**config.mk**
```make
export PLATFORM = sky130hd
export DESIGN_NAME = compute_tile_v2
export DESIGN_NICKNAME = d
export VERILOG_FILES = /design/src/rtl/compute_tile_v2.sv
export SDC_FILE = /design/constraint.sdc
export NUM_CORES = 1
export LEC_CHECK = 0
export CAP_MARGIN = 15
export CORE_ASPECT_RATIO = 1.1
export CORE_UTILIZATION = 40
export CTS_CLUSTER_DIAMETER = 100
export DETAILED_ROUTE_END_ITERATION = 6
export SYNTH_ARGS = -nofsm -noshare
export SYNTH_HDL_FRONTEND = slang
export SYNTH_SLANG_ARGS = --single-unit
```
**constraint.sdc**
```tcl
create_clock -name clk -period 4.7 [get_ports clk]
set_input_delay 0.47 -clock clk [delete_from_list [all_inputs] [get_ports clk]]
set_output_delay 0.47 -clock clk [all_outputs]
set_load 0.005 [all_outputs]
```
**src/rtl/compute_tile_v2.sv**
```systemverilog
// compute_tile_v2: CGRA compute tile. It has a 4-entry weight bank, a
// five-mode saturating ALU with a MAC accumulator, and valid/ready handshakes.
// Results pass through one registered output stage that honours backpressure.
// Each result carries the destination tag that was configured when the result
// was generated.
module compute_tile_v2 #(
  parameter int DATA_W = 8,
  parameter int ACC_W  = 2 * DATA_W
) (
  input  logic              clk,
  input  logic              rst_n,
  input  logic              in_valid,
  output logic              in_ready,
  input  logic [DATA_W-1:0] in_data,
  output logic              out_valid,
  input  logic              out_ready,
  output logic [DATA_W-1:0] out_data,
  output logic [1:0]        out_dest,
  output logic              out_has_dest,
  output logic [7:0]        op_count
);

  localparam int OPW = DATA_W - 4;
  localparam logic [ACC_W-1:0] SAT_MAX = {{(ACC_W-DATA_W){1'b0}}, {DATA_W{1'b1}}};

  localparam logic [2:0] OP_ADD = 3'b000;
  localparam logic [2:0] OP_SUB = 3'b001;
  localparam logic [2:0] OP_MUL = 3'b010;
  localparam logic [2:0] OP_MAC = 3'b011;
  localparam logic [2:0] OP_MAX = 3'b100;

  typedef enum logic [1:0] {
    PKT_WLOAD  = 2'b00,
    PKT_CONFIG = 2'b01,
    PKT_DATA   = 2'b10,
    PKT_CTRL   = 2'b11
  } pkt_t;

  logic [OPW-1:0]    r_weight [4];
  logic [2:0]        r_opcode;
  logic [1:0]        r_dest;
  logic              r_has_dest;
  logic [ACC_W-1:0]  r_acc;
  logic [7:0]        r_op_count;
  logic              r_out_valid;
  logic [DATA_W-1:0] r_out_data;
  logic [1:0]        r_out_dest;
  logic              r_out_has_dest;

  pkt_t              w_type;
  logic [1:0]        w_sel;
  logic              w_accept;
  logic              w_emit;
  logic [ACC_W-1:0]  w_opnd;
  logic [ACC_W-1:0]  w_wt;
  logic [ACC_W-1:0]  w_sum;
  logic [ACC_W-1:0]  w_diff;
  logic [ACC_W-1:0]  w_prod;
  logic [ACC_W-1:0]  w_mac_sum;
  logic [DATA_W-1:0] w_alu;

  // Clamp a wide intermediate value into the unsigned result range.
  function automatic logic [DATA_W-1:0] sat(input logic [ACC_W-1:0] v);
    logic [ACC_W-1:0] c;
    c = (v > SAT_MAX) ? SAT_MAX : v;
    return c[DATA_W-1:0];
  endfunction

  assign w_type    = pkt_t'(in_data[DATA_W-1:DATA_W-2]);
  assign w_sel     = in_data[DATA_W-3:DATA_W-4];
  assign in_ready  = !r_out_valid || out_ready;
  assign w_accept  = in_valid && in_ready;
  assign w_emit    = w_accept && ((w_type == PKT_DATA) || ((w_type == PKT_CTRL) && in_data[1]));
  assign w_opnd    = ACC_W'(in_data[OPW-1:0]);
  assign w_wt      = ACC_W'(r_weight[w_sel]);
  assign w_sum     = w_opnd + w_wt;
  assign w_diff    = w_opnd - w_wt;
  assign w_prod    = w_opnd * w_wt;
  assign w_mac_sum = r_acc + w_prod;

  // ALU: select the saturated result of the configured operation.
  always_comb begin
    w_alu = '0;
    case (r_opcode)
      OP_ADD:  w_alu = sat(w_sum);
      OP_SUB:  w_alu = (w_opnd >= w_wt) ? sat(w_diff) : '0;
      OP_MUL:  w_alu = sat(w_prod);
      OP_MAC:  w_alu = sat(w_mac_sum);
      OP_MAX:  w_alu = (w_opnd >= w_wt) ? sat(w_opnd) : sat(w_wt);
      default: w_alu = sat(w_opnd);
    endcase
  end

  // Weight bank and configuration registers, written by accepted WLOAD/CONFIG packets.
  always_ff @(posedge clk or negedge rst_n) begin
    if (!rst_n) begin
      for (int i = 0; i < 4; i++) r_weight[i] <= '0;
      r_opcode   <= OP_ADD;
      r_dest     <= '0;
      r_has_dest <= 1'b0;
    end else if (w_accept) begin
      if (w_type == PKT_WLOAD) begin
        r_weight[w_sel] <= in_data[OPW-1:0];
      end else if (w_type == PKT_CONFIG) begin
        r_dest     <= w_sel;
        r_has_dest <= in_data[OPW-1];
        r_opcode   <= in_data[2:0];
      end
    end
  end

  // Accumulator: MAC loads the saturated sum, CTRL clear or flush empties it.
  always_ff @(posedge clk or negedge rst_n) begin
    if (!rst_n) begin
      r_acc <= '0;
    end else if (w_accept) begin
      if ((w_type == PKT_DATA) && (r_opcode == OP_MAC))
        r_acc <= ACC_W'(w_alu);
      else if ((w_type == PKT_CTRL) && (in_data[0] || in_data[1]))
        r_acc <= '0;
    end
  end

  // Count accepted DATA packets; the 8-bit counter wraps naturally.
  always_ff @(posedge clk or negedge rst_n) begin
    if (!rst_n)
      r_op_count <= '0;
    else if (w_accept && (w_type == PKT_DATA))
      r_op_count <= r_op_count + 8'd1;
  end

  // Output stage: load a new result, drain on out_ready, otherwise hold steady.
  always_ff @(posedge clk or negedge rst_n) begin
    if (!rst_n) begin
      r_out_valid    <= 1'b0;
      r_out_data     <= '0;
      r_out_dest     <= '0;
      r_out_has_dest <= 1'b0;
    end else if (w_emit) begin
      r_out_valid    <= 1'b1;
      r_out_data     <= (w_type == PKT_DATA) ? w_alu : r_acc[DATA_W-1:0];
      r_out_dest     <= r_dest;
      r_out_has_dest <= r_has_dest;
    end else if (out_ready) begin
      r_out_valid <= 1'b0;
    end
  end

  assign out_valid    = r_out_valid;
  assign out_data     = r_out_data;
  assign out_dest     = r_out_dest;
  assign out_has_dest = r_out_has_dest;
  assign op_count     = r_op_count;

endmodule

```
Yosys cells after proc, flatten, opt, wreduce, memory -nomap -nowiden
Cells that the tools add are included.
{"block": "word_totals", "regBits": 58, "wordCells": 74, "out_inout_bits": 21}
{"block": "op_classes", "eq_ne": 7, "mux": 20, "n_reduce_logical": 18, "mul": 1, "order_cmp": 9, "n_bitwise": 2, "add_sub_neg": 4}
{"cell": "$mux W8", "n": 9}
{"cell": "$pmux W8 S5", "n": 1}
{"cell": "$gt A16 B8 Y1 const B", "n": 2}
{"cell": "$mux W16", "n": 2}
{"cell": "$add A16 B8 Y16", "n": 1}
{"cell": "$bwmux W16", "n": 1}
{"cell": "$gt A4 B8 Y1 const B", "n": 2}
{"cell": "$mux W4", "n": 3}
{"cell": "$add A8 B1 Y8 const B", "n": 1}
{"cell": "$bmux W4 S2", "n": 1}
{"cell": "$demux W4 S2", "n": 1}
{"cell": "$gt A5 B8 Y1 const B", "n": 1}
{"cell": "$gt A8 B8 Y1 const B", "n": 1}
{"cell": "$mul A4 B4 Y8", "n": 1}
{"cell": "$logic_and A1 B1 Y1", "n": 7}
{"cell": "$eq A3 B2 Y1 const B", "n": 2}
{"cell": "$add A4 B4 Y5", "n": 1}
{"cell": "$sub A4 B4 Y5", "n": 1}
{"cell": "$eq A2 B2 Y1 const B", "n": 2}
{"cell": "$ge A4 B4 Y1", "n": 1}
{"cell": "$reduce_and A2 Y1", "n": 2}
{"cell": "$reduce_bool A2 Y1", "n": 2}
{"cell": "$eq A3 B1 Y1 const B", "n": 1}
{"cell": "$eq A3 B3 Y1 const B", "n": 1}
{"cell": "11 further kinds", "n": 14}

Longest topological paths before layout
Gate-level depths: netlist of the first run.
{"block": "logic_depth", "word_depth": 10, "depth_mapped": 20, "ltp_nobuf": 19}

Least setup slack after synthesis of the first run
OpenSTA, ideal clock, no wires.
{"block": "synth_path", "path_kind": "input-to-reg", "start": "input in_data[4]", "end": "register r_acc[1]", "n_path_buf": 1, "arrival_ns": 4.725, "path_stages": 18, "t_required_ns": 4.579, "path_slack_ns": -0.146, "cell_sequence": "buf_6 mux4_1 nand2_1 fa_1 fa_1 inv_1 ha_1 a211oi_1 o21bai_1 a21oi_1 xnor2_1 ha_1 a21oi_1 nand2_1 o21ai_2 nand2_1 or3_1 a22o_1"}
{"block": "synth_via", "elab_chain_len": 10, "word_cells_on_any_way": 23}
{"element": "start: declaration", "line_no": "14", "rtl": "input logic [DATA_W-1:0] in_data,"}
{"element": "$not A2 Y3 (implied by the code) (*)", "line_no": "75", "rtl": "assign w_wt = ACC_W'(r_weight[w_sel]);"}
{"element": "$bmux W4 S2 (*)", "line_no": "75"}
{"element": "$mux W4 (implied by the code) (*) (2 in a row)", "line_no": "75"}
{"element": "$mul A4 B4 Y8 / $sub A4 B4 Y5 (equally long branches)", "line_no": "78, 77"}
{"element": "$add A16 B8 Y16 / $gt A16 B8 Y1 (equally long branches)", "line_no": "79, 65"}
{"element": "$gt A16 B8 Y1 / $mux W8 (equally long branches)", "line_no": "65", "rtl": "c = (v > SAT_MAX) ? SAT_MAX : v;"}
{"element": "$mux W8 (on tied branches)", "line_no": "65, 86"}
{"element": "$pmux W8 S5 (*)", "line_no": "84", "rtl": "case (r_opcode)"}
{"element": "$mux W16 (*)", "line_no": "117", "rtl": "if ((w_type == PKT_DATA) && (r_opcode == OP_MAC))"}
{"element": "end signal: assignment", "line_no": "118", "rtl": "r_acc <= ACC_W'(w_alu);"}
{"element": "end: declaration", "line_no": "43", "rtl": "logic [ACC_W-1:0] r_acc;"}
Mark *: on every way between the ends. The rest lies on a longest branch, timed or not. The select of a mux whose other input is x is not followed.
A chain may end at the register's enable or synchronous reset.

Final worst setup path of the first run
{"block": "layout_path", "start": "register r_weight[6] (netlist name)", "end": "register r_acc[1]"}
{"block": "layout_via", "elab_chain_len": 9, "word_cells_on_any_way": 22}
{"element": "start: declaration", "line_no": "39", "rtl": "logic [OPW-1:0] r_weight [4];"}
{"element": "start signal: indexed assignment", "line_no": "103", "rtl": "r_weight[w_sel] <= in_data[OPW-1:0];"}
{"element": "$bmux W4 S2 (*)", "line_no": "75"}
{"element": "$mux W4 (implied by the code) (*) (2 in a row)", "line_no": "75"}
{"element": "$mul A4 B4 Y8 / $sub A4 B4 Y5 (equally long branches)", "line_no": "78, 77"}
{"element": "$add A16 B8 Y16 / $gt A16 B8 Y1 (equally long branches)", "line_no": "79, 65"}
{"element": "$gt A16 B8 Y1 / $mux W8 (equally long branches)", "line_no": "65"}
{"element": "$mux W8 (on tied branches)", "line_no": "65, 86"}
{"element": "$pmux W8 S5 (*)", "line_no": "84"}
{"element": "$mux W16 (*)", "line_no": "117"}
Marks and branches as above.

==> impl_results.md, run 1 <==
* Status: finished, final reports clean
* FFs w/ async S/R, synth at 100.0%
* Gate count after technology mapping at 377
* Synth Flop Type: dfrtp_1
* Count of input and output buffers at 32
* Synth cell types at 61
* Worst slew pin tran at 0.8915 ns
* Post-synthesis sequential area ratio at 34.47%
* Pin count of the biggest net entering global routing at 51
* Number of remaining DRC errors at 0
* R2r setup slk at 0.28 ns
* CP Class: reg2reg
* Post-CTS Hold Buffers at 0
* WL/cell at 15.58 um
* Max Cap Viol at 0
* Clk_skew at 0.01240 ns
* Final nets at 494
* Synthesized area per cell at 9.628 sq um
* Htree depth at 2
* Worst skew pair latency at 0.32 ns
* Die ar. at 9460 sq um
* Synth Warn # at 0
* Fillcell total at 876
* Switch Pwr at 0.0006593 W
* CTS tree: done
* Worst reg2reg path depth at 17
* DR iter-0 viols at 84
* Critical Path Start Type: flop
* Setup TNS at 0 ns
* Pleak at 2.084 nW
* Switching Share at 36.26%
* CTS Buffer Depth at 2
* Total Power at 0.001818 W
* Mapped Nets at 425
* Fin. max-slew vios at 0
* Die Y at 101.9 um
* Share of layout cells above drive strength 1 at 20.81%
* Global-route wire length before repair at 14,340 um
* Initial core utilization at 41.11%
* Fmax at 0.2264 GHz
* Fin crit share at 93.96%
* Number of global-route vias before repair at 2,994
* Worst Path Max Fanout at 4
* Min Clock Period, post-route at 4.416 ns
* Gr usage total at 19.19%
* Syn-to-layout area delta at 22.41%
* Critical Path RT at 4.91 ns
* Final design utilization at 50.33%
* VDD IR max at 0.1645 mV
* Worst hold slack at 0.2400 ns
* Slew headroom at 40.11%
* CTS Root Cell: clkbuf_8
* Clock Power Share at 18.5%
* CORE AREA at 8828 sq um
* Vias post-DR at 3,062
* Reg2Reg Launch Point: r_weight[6]$_DFFE_PN0P_
* Setup violations, final at 0
* Initial antenna violation count at 0
* Worst Hold Class: in2async
* Die Wd at 92.83 um
* Gr ovfl total at 0
* Gate power share at 49.8%
* Clock sink total at 50
* Row cnt at 36
* # diodes at 0
* Routability cong. at 0.8315
* Pre-CTS setup slack at -0.5888 ns
* TritonRoute pass-1 iters at 4
* Critical Path Sink Type: flop
* Setup WS post-layout at 0.2837 ns
* Synth Cell Area at 3630 sq um
* Via-per-instance ratio at 5.458
* I/O pins at 33
* CTS clk-pin slew, worst paths at 0.10 ns
* Flop and latch count out of synthesis at 50
* Crit path DAT at 4.62 ns
* Power Density at 409.2 nW/um^2
* RSZ-0062 raised after global routing: false
* Sequential share of power at 31.7%
* Critical R2R Capture: r_acc[1]$_DFFE_PN0P_
* Final hold vios at 0
* Internal power at 0.001159 W
* EDFF count, synth at 0
* DRT antenna net count at 0
* WL final at 8738 um
* Setup Buffers After CTS at 0
* HPWL Detailed at 6971 um
* Num CTS Buffers at 5
[area by class of cell]
type                       instances  area [sq um]  share of cell area (%)
timing repair buffer              73         616.8                   13.88
sequential                        50          1251                   28.16
inverter                          25         93.84                   2.112
tap                              114         142.6                   3.210
clock buffer                       6         82.58                   1.859
multi-input combinational        291          2217                   49.90
clock inverter                     2         38.79                  0.8730
[flip-flops by register name, summed over array words and instances (netlist names), 2 cells and up]
signal,cells
out_data,8
r_opcode,3
r_weight,16
r_acc,8
out_dest,2
r_dest,2
op_count,8
[metrics by stage]
step	cells	cell area, sq um
2_1_floorplan	377	3633
5_1_grt	561	4443
3_5_place_dp	553	4318
6_report	561	4443
3_3_place_gp	553	4318
4_1_cts	561	4437
[critical path, cell delays in order, from the launching register on]
cell      delay, ns
dfrtp_1        0.40
mux4_2         0.47
nand2_1        0.11
fa_1           0.44
fa_1           0.51
inv_1          0.05
ha_1           0.31
a211oi_2       0.23
o21bai_1       0.10
a21oi_1        0.16
xnor2_1        0.17
ha_1           0.28
a21oi_2        0.16
nand2_1        0.11
o21ai_4        0.20
nand2_1        0.07
or3_1          0.36
a22o_1         0.20
[logic make-up (layout without fill, tap and decap cells)]
group	count (synthesis)	count (layout)	synth area share, %
AOI/OAI and AO/OA	93	93	16.51
xor gates and xnor gates	17	17	4.102
adders and majority gates	36	36	13.86
buffers and inverters	36	106	4.826
DFF	50	50	34.47
muxes	29	29	10.48
and+or+nand+nor	116	116	15.75
[per-layer routing]
| metal | GRT usage, % | vias to the layer above | share of wire, % |
|---|---|---|---|
| met1 | 24.62 | 1515 | 45 |
| met5 | 0 | - | 0 |
| met3 | 3.199 | 9 | 2.9 |
| met2 | 33.88 | 46 | 51 |
| met4 | 4.497 | 0 | 1.1 |
| li1 | - | 1492 | - |
[cells in the mapped netlist (6+ instances only)]
master / number / area (sq um)
dfrtp_1: 50 / 1251
nand2_1: 40 / 150.1
ha_1: 29 / 362.9
nor2_1: 27 / 101.4
o21ai_0: 27 / 135.1
inv_1: 25 / 93.84
mux2_2: 23 / 259.0
a21oi_1: 22 / 110.1
nand3_1: 11 / 55.05
xnor2_1: 10 / 87.58
fa_1: 7 / 140.1
nor3_1: 7 / 35.03
xor2_1: 7 / 61.31
nand4_1: 6 / 37.54
[power by group through the flow]
stage / Combinational (W) / Sequential (W) / Clock [W]
after floorplan: 0.000559 / 0.000566 / 0
after global placement: 0.000889 / 0.000583 / 0
after detailed placement: 0.000897 / 0.000587 / 0
after CTS: 0.000902 / 0.000577 / 0.000337
after global routing: 0.00102 / 0.000592 / 0.000351
final: 0.000905 / 0.000576 / 0.000336
[what timing repair did]
action / in CTS / in global routing
setup endpoints to repair: 16 / 15
hold endpoints to repair: 0 / 0
gates resized for setup: 2 / 5
[layout by cell type (no fill, tap or decap), types with 10 or more instances in the layout]
cell and n:
nand2_1 40, buf_4 41, mux2_2 23, a21oi_1 21, xnor2_1 10, inv_1 25
nor2_1 27, nand3_1 11, clkdlybuf4s50_1 29, dfrtp_1 50, ha_1 29, o21ai_0 26
[worst max path at each step]
stage                            start                   end  slack, ns  cells past startpoint
2_1_floorplan               in_data[4]  r_acc[1]$_DFFE_PN0P_       0.01                     18
3_3_place_gp                in_data[4]  r_acc[1]$_DFFE_PN0P_      -0.49                     18
3_5_place_dp                in_data[4]  r_acc[1]$_DFFE_PN0P_      -0.59                     18
4_1_cts                     in_data[4]  r_acc[1]$_DFFE_PN0P_      0.008                     18
5_1_grt        r_weight[2]$_DFFE_PN0P_  r_acc[1]$_DFFE_PN0P_       0.02                     17
6_report       r_weight[6]$_DFFE_PN0P_  r_acc[1]$_DFFE_PN0P_       0.28                     17
No activity file was read; power rests on OpenSTA's default activity.
==> run 2, diff against run 1 <==
Clock period 4.7 ns to 5.6 ns, I/O delays scaled along.
==> run 2 against run 1 <==
Effect of this change:
- first-iteration DRC count is 89% higher
- count of clock-buffer cells in the layout shrank 1
- non-clock buffer count decreased by 31
- register-to-register slack improved by 0.54 ns
- power fell by 24%
- via count down 3.8%
- sequential power is 16% lower
- design area shrank 5.9%
- global-route usage increased by 0.62 points
- combinational power fell by 27%
==> impl_results.md, run 2 (synthesis results as in run 1) <==
* Vias post-DR at 2,947 (was 3,062)
* Critical Path RT at 5.80 ns (was 4.91 ns)
* Share of layout cells above drive strength 1 at 13.46% (was 20.81%)
* Fin crit share at 94.76%
* Critical R2R Capture: out_data[3]$_DFFE_PN0P_ (was r_acc[1]$_DFFE_PN0P_)
* Pin count of the biggest net entering global routing at 51 (unchanged)
* CTS Root Cell: clkbuf_8 (unchanged)
* Die Wd at 92.83 um (unchanged)
* Sequential share of power at 35.0% (was 31.7%)
* Reg2Reg Launch Point: r_weight[10]$_DFFE_PN0P_ (was r_weight[6]$_DFFE_PN0P_)
* Worst reg2reg path depth at 18 (was 17)
* Die ar. at 9460 sq um (unchanged)
* Pleak at 1.923 nW (was 2.084 nW)
* Worst slew pin tran at 0.9572 ns (was 0.8915 ns)
* TritonRoute pass-1 iters at 4 (unchanged)
* Worst skew pair latency at 0.31 ns (was 0.32 ns)
* Min Clock Period, post-route at 5.306 ns
* Post-cts gate resize count at 0 (was 2)
* Worst Hold Class: in2async (unchanged)
* RSZ-0062 raised after global routing: false (unchanged)
* Initial antenna violation count at 0 (unchanged)
* Count of input and output buffers at 32 (unchanged)
* Routability cong. at 0.8639 (was 0.8315)
* # diodes at 0 (unchanged)
* Final nets at 463 (was 494)
* Status: finished, final reports clean (unchanged)
* WL final at 8567 um (was 8738 um)
* Clock sink total at 50 (unchanged)
* Slew headroom at 35.69% (was 40.11%)
* Global-route wire length before repair at 14,610 um (was 14,340 um)
* Crit path DAT at 5.50 ns (was 4.62 ns)
* Via-per-instance ratio at 5.560 (was 5.458)
* DRT antenna net count at 0 (unchanged)
* R2r setup slk at 0.82 ns (was 0.28 ns)
* Critical Path Start Type: input pin (was flop)
* Max Cap Viol at 0 (unchanged)
* Power Density at 331.2 nW/um^2 (was 409.2 nW/um^2)
* Syn-to-layout area delta at 15.13% (was 22.41%)
* Internal power at 0.0008393 W (was 0.001159 W)
* Die Y at 101.9 um (unchanged)
* Gr usage total at 19.82% (was 19.19%)
* CORE AREA at 8828 sq um (unchanged)
* CTS clk-pin slew, worst paths at 0.11 ns (was 0.10 ns)
* Setup Buffers After CTS at 0 (unchanged)
* Most common cell after layout, fill and taps aside: dfrtp_1 (unchanged)
* I/O pins at 33 (unchanged)
* Num CTS Buffers at 5 (unchanged)
* DR iter-0 viols at 159 (was 84)
* Number of remaining DRC errors at 0 (unchanged)
* Htree depth at 2 (unchanged)
* Clock Power Share at 17.1% (was 18.5%)
* Worst Path Max Fanout at 7 (was 4)
* Post-Place Cells at 522 (was 553)
* CTS Buffer Depth at 2 (unchanged)
* Switch Pwr at 0.0005448 W (was 0.0006593 W)
* Fmax at 0.1884 GHz
* Post-CTS Hold Buffers at 0 (unchanged)
* Row cnt at 36 (unchanged)
* Top reg by flops: r_weight (unchanged)
* Final cell count without fillers at 530 (was 561)
* WL/cell at 16.16 um (was 15.58 um)
* Fin. max-slew vios at 0 (unchanged)
* CTS tree: done (unchanged)
* Worst hold slack at 0.3296 ns (was 0.2400 ns)
* Final hold vios at 0 (unchanged)
* Clk_skew at 0.004200 ns (was 0.01240 ns)
* Gr ovfl total at 0 (unchanged)
* Switching Share at 39.36% (was 36.26%)
* VDD IR max at 0.1328 mV (was 0.1645 mV)
* Initial core utilization at 41.11% (unchanged)
* CP Class: in2reg (was reg2reg)
* Most frequent cells in the layout: dfrtp_1 (50), nand2_1 (40), clkdlybuf4s50_1 (31), ha_1 (29) (was dfrtp_1 (50), buf_4 (41), nand2_1 (40), ha_1 (29), clkdlybuf4s50_1 (29))
* HPWL Detailed at 6781 um (was 6971 um)
* Max reg flops at 16 (unchanged)
* Number of global-route vias before repair at 2,894 (was 2,994)
* Setup violations, final at 0 (unchanged)
* Gate power share at 47.9% (was 49.8%)
* Critical Path Sink Type: flop (unchanged)
[run 2: worst max-delay path: stages]
cell and delay, ns:
clkdlybuf4s50_1 0.60, mux4_1 0.62, nand2_1 0.11, fa_1 0.46, fa_1 0.57, inv_1 0.06, ha_1 0.30, a211oi_1 0.26
o21bai_1 0.10, a21oi_1 0.17, xnor2_1 0.18, ha_1 0.35, a21oi_1 0.24, nand2_1 0.09, o21ai_2 0.18, buf_4 0.17
nand2_1 0.07, a221oi_1 0.26, a21oi_1 0.11
[run 2: power groups by stage]
stage | sequential, W | clock (W) | combinational, W
finish | 0.000485 | 0.000237 | 0.000662
global route | 0.000497 | 0.000256 | 0.000747
CTS | 0.000485 | 0.000243 | 0.000665
detailed placement | 0.000492 | 0 | 0.000661
global placement | 0.000489 | 0 | 0.000651
floorplan | 0.000475 | 0 | 0.000469
[run 2: through the flow]
stage               area, sq um  total power (W)  worst slack, ns  TNS (ns)  utilization, %
floorplan                  3630        0.0009434           0.6645         0               -
global placement           4081         0.001140           0.1112         0           46.23
detailed placement         4081         0.001154         -0.08865   -0.2725           46.23
CTS                        4179         0.001392           0.2534         0           47.34
global route               4179         0.001500          0.03162         0           47.34
finish                     4179         0.001384           0.2935         0           47.34
[run 2: worst max-delay path by stage]
stage,startpoint,endpoint,slack (ns),depth (start not counted)
after floorplan,in_data[4],r_acc[1]$_DFFE_PN0P_,0.66,18
after global placement,in_data[4],r_acc[1]$_DFFE_PN0P_,0.11,18
after detailed placement,in_data[4],r_acc[1]$_DFFE_PN0P_,-0.09,18
after CTS,in_data[4],r_acc[1]$_DFFE_PN0P_,0.25,18
after global routing,in_data[4],out_data[3]$_DFFE_PN0P_,0.03,19
final,in_data[4],out_data[3]$_DFFE_PN0P_,0.29,19
[run 2: layer usage]
layer	GRT usage, %	vias up	wire length (um)
met4	5.799	0	121
met2	34.33	82	4269
met5	0	-	0
met3	2.604	11	325
li1	-	1429	-
met1	25.97	1425	3850
[run 2: area by class of cell]
| class | count | area (sq um) |
|---|---|---|
| fill | 850 | 4649 |
| tap | 114 | 142.6 |
| clock buffer | 5 | 68.82 |
| sequential | 50 | 1251 |
| timing repair buffer | 42 | 390.4 |
| inverter | 25 | 93.84 |
| clock inverter | 3 | 28.78 |
| multi-input combinational | 291 | 2203 |
==> run 3, diff against run 2 <==
Settings changed: GPL_TIMING_DRIVEN from default to 1.
==> results of run 3 <==
Same layout as run 2: the final DEF is identical, and so are final timing and power.
